File: config.mk
export PLATFORM = sky130hd
export DESIGN_NAME = distance_filter
export DESIGN_NICKNAME = d
export VERILOG_FILES = /design/src/rtl/distance_filter.sv
export SDC_FILE = /design/constraint.sdc
export NUM_CORES = 1
export LEC_CHECK = 0
export BUFFER_PORTS_ARGS = -buffer_cell sky130_fd_sc_hd__buf_2
export CAP_MARGIN = 40
export CORE_MARGIN = 5
export CORE_UTILIZATION = 61
export CTS_CLUSTER_SIZE = 16
export DETAILED_ROUTE_END_ITERATION = 10
export PLACE_DENSITY = 0.8
export SKIP_LAST_GASP = 1
export SLEW_MARGIN = 25
export SYNTH_ARGS = -nofsm -noshare
export SYNTH_HDL_FRONTEND = slang
export SYNTH_SLANG_ARGS = --single-unit
File: constraint.sdc
create_clock -name clock -period 3.9 [get_ports clock]
set_input_delay 0.39 -clock clock [delete_from_list [all_inputs] [get_ports clock]]
set_output_delay 0.39 -clock clock [all_outputs]
set_load 0.02 [all_outputs]
File: src/rtl/distance_filter.sv
// Four-sample moving-average filter for ultrasonic range readings, with clamping and a stale-output timeout.
// Define DIST_FILTER_OUTLIER_EN to reject single out-of-range jumps until a second one confirms them.
module distance_filter #(
    parameter int MAX_CM         = 199,
    parameter int TIMEOUT_CYCLES = 75000000,
    parameter int OUTLIER_DELTA  = 40
) (
    input  logic       clock,
    input  logic       resetn,
    input  logic       sample_valid,
    input  logic [7:0] sample,
    output logic [7:0] distance,
    output logic       distance_valid,
    output logic       stale
);

    localparam int             CW    = $clog2(TIMEOUT_CYCLES + 1);
    localparam logic [CW-1:0]  T_MAX = CW'(TIMEOUT_CYCLES);
    localparam logic [7:0]     S_MAX = 8'(MAX_CM);

    typedef enum logic [1:0] {EMPTY, TRACK, STALE} state_t;

    state_t        state_q, state_d;
    logic [7:0]    w_q [4];
    logic [7:0]    w_d [4];
    logic [CW-1:0] cnt_q, cnt_d;
    logic          upd_q, upd_d;
    logic [7:0]    dist_q, dist_d;
    logic          dv_q, dv_d;
    logic          stale_q, stale_d;

    logic [7:0]    s;
    logic [9:0]    sum;
    logic          timeout;
    logic          discard;
    logic          reload;

    always_comb begin
        s       = (sample > S_MAX) ? S_MAX : sample;
        sum     = {2'b00, w_q[0]} + {2'b00, w_q[1]} + {2'b00, w_q[2]} + {2'b00, w_q[3]};
        timeout = (cnt_q == T_MAX);
    end

`ifdef DIST_FILTER_OUTLIER_EN
    logic       pend_q, pend_d;
    logic [7:0] diff;
    logic       far;

    // The jump is measured against the published distance, not the window contents.
    always_comb begin
        diff    = (s >= dist_q) ? (s - dist_q) : (dist_q - s);
        far     = (int'(diff) > OUTLIER_DELTA);
        discard = sample_valid && (state_q == TRACK) && far && !pend_q;
        reload  = sample_valid && (state_q == TRACK) && far && pend_q;
        pend_d  = pend_q;
        if (sample_valid) begin
            pend_d = discard;
        end
    end

    always_ff @(posedge clock or negedge resetn) begin
        if (!resetn) begin
            pend_q <= 1'b0;
        end else begin
            pend_q <= pend_d;
        end
    end
`else
    always_comb begin
        discard = 1'b0;
        reload  = 1'b0;
    end
`endif

    always_comb begin
        state_d = state_q;
        cnt_d   = cnt_q;
        upd_d   = 1'b0;
        dist_d  = dist_q;
        dv_d    = 1'b0;
        stale_d = stale_q;
        for (int i = 0; i < 4; i++) begin
            w_d[i] = w_q[i];
        end

        // A sample accepted last edge is published now from the updated window.
        if (upd_q) begin
            dist_d = 8'(sum >> 2);
            dv_d   = 1'b1;
        end

        if (sample_valid) begin
            cnt_d = '0;
            upd_d = 1'b1;
            if (state_q == TRACK && !reload) begin
                if (!discard) begin
                    w_d[0] = s;
                    for (int i = 1; i < 4; i++) begin
                        w_d[i] = w_q[i-1];
                    end
                end
            end else begin
                for (int i = 0; i < 4; i++) begin
                    w_d[i] = s;
                end
                state_d = TRACK;
                stale_d = 1'b0;
            end
        end else begin
            if (!timeout) begin
                cnt_d = cnt_q + 1'b1;
            end
            if (state_q == TRACK && timeout) begin
                state_d = STALE;
                stale_d = 1'b1;
                dist_d  = 8'd0;
                dv_d    = 1'b1;
            end
        end
    end

    always_ff @(posedge clock or negedge resetn) begin
        if (!resetn) begin
            state_q <= EMPTY;
            cnt_q   <= '0;
            upd_q   <= 1'b0;
            dist_q  <= 8'd0;
            dv_q    <= 1'b0;
            stale_q <= 1'b0;
            for (int i = 0; i < 4; i++) begin
                w_q[i] <= 8'd0;
            end
        end else begin
            state_q <= state_d;
            cnt_q   <= cnt_d;
            upd_q   <= upd_d;
            dist_q  <= dist_d;
            dv_q    <= dv_d;
            stale_q <= stale_d;
            for (int i = 0; i < 4; i++) begin
                w_q[i] <= w_d[i];
            end
        end
    end

    assign distance       = dist_q;
    assign distance_valid = dv_q;
    assign stale          = stale_q;

endmodule

# Word-level counts from Yosys, hierarchy flattened

Cells that the tools add are included.

Add/subtract/negate cells: 4
$mul: 0
Divide/modulo/power cells: 0
Magnitude comparators: 1
Equal/unequal tests: 4
Shifts and indexed selects: 0
Multiplexer cells: 17
Bitwise gates (word level): 0
Reductions and logical operators: 3

Operators by type and width:

| operator              | count |
|---|---|
| $mux 27               | 2 |
| $mux 8                | 4 |
| $add 27x1->27 const B | 1 |
| $eq 27x27->1 const B  | 1 |
| $mux 24               | 1 |
| $add 10x8->10         | 1 |
| $add 9x8->10          | 1 |
| $add 8x8->9           | 1 |
| $gt 8x8->1 const B    | 1 |
| $mux 1                | 7 |
| $mux 2                | 3 |
| $ne 2x2->1 const B    | 2 |
| $eq 2x1->1 const B    | 1 |
| $reduce_and 2->1      | 1 |
| $reduce_bool 2->1     | 1 |
| $logic_and 1x1->1     | 1 |

Flip-flop bits (word level): 72
Latch bits: 0
Bits in writable memories: 0
ROM bits: 0
Input bits: 11
Output and inout bits: 10
Word-level logic and storage cells: 39
Memories kept: 0

# Depth between registers and ports, before layout

Word-level depth: 6
Gate-level depth with buffers: 12
Gate-level depth less buffers: 12

# Least setup slack after synthesis

OpenSTA, ideal clock, no wires.

Path kind: register -> register
From: register w_q[1] (netlist name)
To: register dist_q[5] (netlist: distance[5])
Setup time: 0.121 ns
Arrival time: 2.885 ns
Required time: 3.779 ns
Setup slack: 0.894 ns
Cell stages (with the launch flop): 13
Clock period less this slack: 3.006 ns
Cells stage by stage: dfrtp_1 > inv_1 > fa_1 > inv_1 > fa_1 > nand2_1 > nor2_1 > fa_1 > a211o_1 > a31o_2 > a211oi_1 > o22ai_1 > nor2b_1

Word-level cells in the longest chain between the ends: 4

Ends and longest elaborated chain:

| element                           | line | text |
|---|---|---|
| from (decl)                       | 24   | `logic [7:0] w_q [4];` |
| from (signal, indexed assignment) | 141  | `w_q[i] <= w_d[i];` |
| $add 10x8->10 *                   | 40   | `sum = {2'b00, w_q[0]} + {2'b00, w_q[1]} + {2'b00, w_q[2]} + {2'b00, w_q[3]};` |
| $mux 8 *                          | 87   | `if (upd_q) begin` |
| $mux 8                            | 113  | `if (state_q == TRACK && timeout) begin` |
| $mux 8 *                          | 92   | `if (sample_valid) begin` |
| net dist_d[5]                     | 28   | `logic [7:0] dist_q, dist_d;` |
| to (signal assigned)              | 137  | `dist_q <= dist_d;` |
| to (decl)                         | 28   |  |

The timed path passes the listed nets; every way through them passes the cells marked *.
A chain may end at the register's enable or synchronous reset.

# Final worst setup path

Ends and elaborated chain as after synthesis.

==> impl_metrics.csv <==
group,metric,value,unit
worst_setup_path,crit_required,4120,ps
synthesis,synth.net_count,453,
sta,finalSetupTns,0,ps
sta,clock_skew,12.6,ps
synthesis,synth_async_sr_flop_share,100,%
clocking,numCtsBuffers,9,
clocking,cts.path.max_buffers,2,
synthesis,synth.distinct_cells,48,
min_path,whs_endpoint,"w_q[25]$_DFFE_PN0P_",
floorplan,rows,29,
outcome,status,"finished, final reports clean",
grt,grt_pass1_wl,13600,microns
detailed_routing,drtIter0Drc,227,
worst_setup_path,endpoint_kind,"register",
place,io_buffers,20,
cells_and_area,nets,472,
clocking,cts_tree,"done",
cells_and_area,num-fill-cells,490,
clocking,cts.htree.levels,3,
floorplan,start_util,62.9,%
floorplan,die_height,90.9,microns
synthesis,syn_avg_cell_area,9.57,sq um
worst_setup_path,path_max_fanout,3,
sta,finalHoldViolCount,0,
sta,slew_violations,0,
min_path,min_from,"sample[1]",
detailed_routing,drtAntennaViolNets,0,
synthesis,ys_seq_elements,71,
clocking,root_buffer,"clkbuf_8",
min_path,hp-class,"in -> reg",
worst_setup_path,regToRegEndpoint,"distance[5]$_DFF_PN0_",
cells_and_area,drive_above_1_share,12.2,%
sta,period_minus_slack,3240,ps
pwr,power_density,554,mW/mm^2
clocking,cts_setup_buffers,0,
detailed_routing,routed_via_density,5.77,
pwr,clkPwrFrac,25.2,%
grt,grt_pass1_vias,2958,
synthesis,yosysSeqAreaShare,44.5,%
floorplan,die_w,90.9,microns
place,dp_hpwl,5450,microns
min_path,whs_path_depth,2,
worst_setup_path,crit_arrival,3460,ps
sta,holdWs,259,ps
sta,rsz0062_at_grt,"false",
pwr,leakage,2.09,nW
sta,setup_violations,0,
pwr,switching_share,35.8,%
synthesis,synth-edff-count,0,
floorplan,io_pins,21,
grt,grt_use_total,20.3,%
sta,period_share,83.0,%
pwr,irDropWorstVdd,0.000463,V
synthesis,synth_flop_cell,"dfrtp_1",
pwr,internal-power,1.56,mW
detailed_routing,wirelength,7800,microns
sta,timing.fmax,309,MHz
detailed_routing,drt-wirelength-per-cell,15.1,microns
place,routabilityCongestion,0.836,
worst_setup_path,ff2ff_path_depth,12,
synthesis,ys.warnings.count,0,
synthesis,syn_inst,417,
run,drv_cap,0,
grt,antenna_found_initial,0,
pwr,seqPwrFrac,36.3,%
grt,grt_overflow,0,
grt,grt_max_degree,91,
cells_and_area,diodes,0,
worst_setup_path,crit_type,"reg -> reg",
synthesis,synthesis.area,0.00399,sq mm
worst_setup_path,worstReg2RegStart,"w_q[1]$_DFFE_PN0P_",
detailed_routing,drc_errors,0,
floorplan,coreArea,0.00635,sq mm
worst_setup_path,start_kind,"register",
sta,tightest_slew,804,ps
clocking,clk_latency,360,ps
cells_and_area,layout-area-overhead-vs-synth,9.78,%
clocking,cts_sinks,71,
pwr,switching_power,869,uW
detailed_routing,routed-via-count,2988,
pwr,combPwrFrac,38.5,%
clocking,path_clk_slew,80,ps
sta,timing.slew.headroom,45.7,%
floorplan,die-area,0.00826,sq mm
worst_setup_path,r2r_slack,660,ps
detailed_routing,drt_pre_antenna_iters,4,
==> worst max path at each step <==
stage / startpoint / endpoint / cells after the start
after floorplan: w_q[1]$_DFFE_PN0P_ / distance[5]$_DFF_PN0_ / 12
after global placement: w_q[1]$_DFFE_PN0P_ / distance[5]$_DFF_PN0_ / 12
after detailed placement: w_q[1]$_DFFE_PN0P_ / distance[5]$_DFF_PN0_ / 12
after CTS: w_q[1]$_DFFE_PN0P_ / distance[5]$_DFF_PN0_ / 12
after global routing: w_q[1]$_DFFE_PN0P_ / distance[7]$_DFF_PN0_ / 12
final: w_q[1]$_DFFE_PN0P_ / distance[5]$_DFF_PN0_ / 12
==> critical path, stage by stage (launching register included) <==
cell and delay (ps):
dfrtp_1 330, inv_1 60, fa_1 530, inv_1 50, fa_1 470, nand2_1 90
nor2_1 50, fa_1 420, a211o_1 330, a31o_2 250, a211oi_1 250, o22ai_1 110
nor2b_1 140
==> power by group through the flow <==
stage / combinational, mW / clock (mW) / sequential [mW]
CTS: 0.945 / 0.623 / 0.881
global route: 1.07 / 0.660 / 0.892
floorplan: 0.666 / 0 / 0.937
global placement: 0.900 / 0 / 0.891
finish: 0.935 / 0.612 / 0.881
detailed placement: 0.933 / 0 / 0.894
==> stage by stage <==
step	total power, mW	worst slack [ps]	std cells	utilization (%)	area, sq um
final	2.43	663	518	69.0	4380
after CTS	2.45	648	518	69.0	4380
after detailed placement	1.83	747	501	65.6	4160
after global routing	2.63	464	518	69.0	4380
after global placement	1.79	788	500	65.3	4140
after floorplan	1.60	894	417	-	3990
==> cell usage after synthesis (2+ instances only) <==
library cell	n	area share, %
nand2_1	13	1.2
o22a_1	2	0.44
o221ai_1	3	0.66
or2_2	4	0.63
a21oi_1	36	4.5
nand4_2	2	0.63
ha_1	9	2.8
and4_1	2	0.44
o21ai_0	17	2.1
nand3_1	18	2.3
nand4b_1	2	0.44
clkbuf_1	15	1.4
nand3b_1	3	0.56
and2_1	4	0.63
dfrtp_1	71	45
a21o_1	2	0.38
nor3_1	4	0.50
nor2_1	57	5.4
xor2_1	23	5.0
xnor2_1	6	1.3
nand4_1	9	1.4
and3_1	7	1.1
buf_2	2	0.25
mux2i_1	3	0.75
o211ai_1	6	1.1
nand2b_1	3	0.47
nor4_2	2	0.63
nor2b_1	2	0.31
a2111oi_0	2	0.44
nor4_1	2	0.31
inv_1	51	4.8
fa_1	16	8.0
a211oi_1	4	0.75
==> area by class of cell <==
| class | count | area, sq um | area share [%] |
|---|---|---|---|
| Clock buffer | 11 | 151 | 3.46 |
| Clock inverter | 5 | 56.3 | 1.28 |
| Inverter | 51 | 191 | 4.37 |
| Multi-Input combinational cell | 278 | 1960 | 44.7 |
| Sequential cell | 71 | 1780 | 40.5 |
| Tap cell | 77 | 96.3 | 2.20 |
| Timing Repair Buffer | 25 | 153 | 3.48 |
==> kinds of logic after synthesis <==
group           Yosys count  synth area share, %
flops                    71                 44.5
fa+ha+maj                25                 10.8
buf+inv                  68                 6.46
mux                       3                0.752
compound gates           79                 11.8
simple gates            142                 19.2
xor+xnor                 29                 6.36
==> flip-flops by register name (all words and copies together), names as in the netlist <==
| register | cells |
|---|---|
| w_q | 32 |
| cnt_q | 27 |
| distance | 8 |
| state_q | 2 |
| distance_valid | 1 |
| upd_q | 1 |
==> layer usage <==
| layer | part of all wire (%) | GRT usage, % | up-vias |
|---|---|---|---|
| met5 | 0 | 0 | - |
| met4 | 0.59 | 4.65 | 0 |
| li1 | - | - | 1443 |
| met1 | 46 | 27.9 | 1475 |
| met3 | 5.2 | 5.92 | 6 |
| met2 | 48 | 31.9 | 64 |
==> what timing repair did <==
item	4_1_cts	5_1_grt
hold buffers	1	0
resized for setup	0	0
endpoints found under the hold margin	15	0
==> cells in the final DEF (no fill, tap or decap), types with 3 or more instances in the layout <==
cell / synthesis / final
a211oi_1: 4 / 4
a21oi_1: 36 / 36
and2_1: 4 / 4
and3_1: 7 / 7
buf_2: 2 / 20
buf_4: 0 / 3
clkbuf_8: 0 / 11
dfrtp_1: 71 / 71
fa_1: 16 / 16
ha_1: 9 / 9
inv_1: 51 / 51
mux2i_1: 3 / 3
nand2_1: 13 / 13
nand2b_1: 3 / 3
nand3_1: 18 / 18
nand3b_1: 3 / 3
nand4_1: 9 / 9
nor2_1: 57 / 57
nor3_1: 4 / 4
o211ai_1: 6 / 6
o21ai_0: 17 / 17
o221ai_1: 3 / 3
or2_2: 4 / 4
xnor2_1: 6 / 6
xor2_1: 23 / 23
Note: power is estimated with default switching activity, not from simulation.
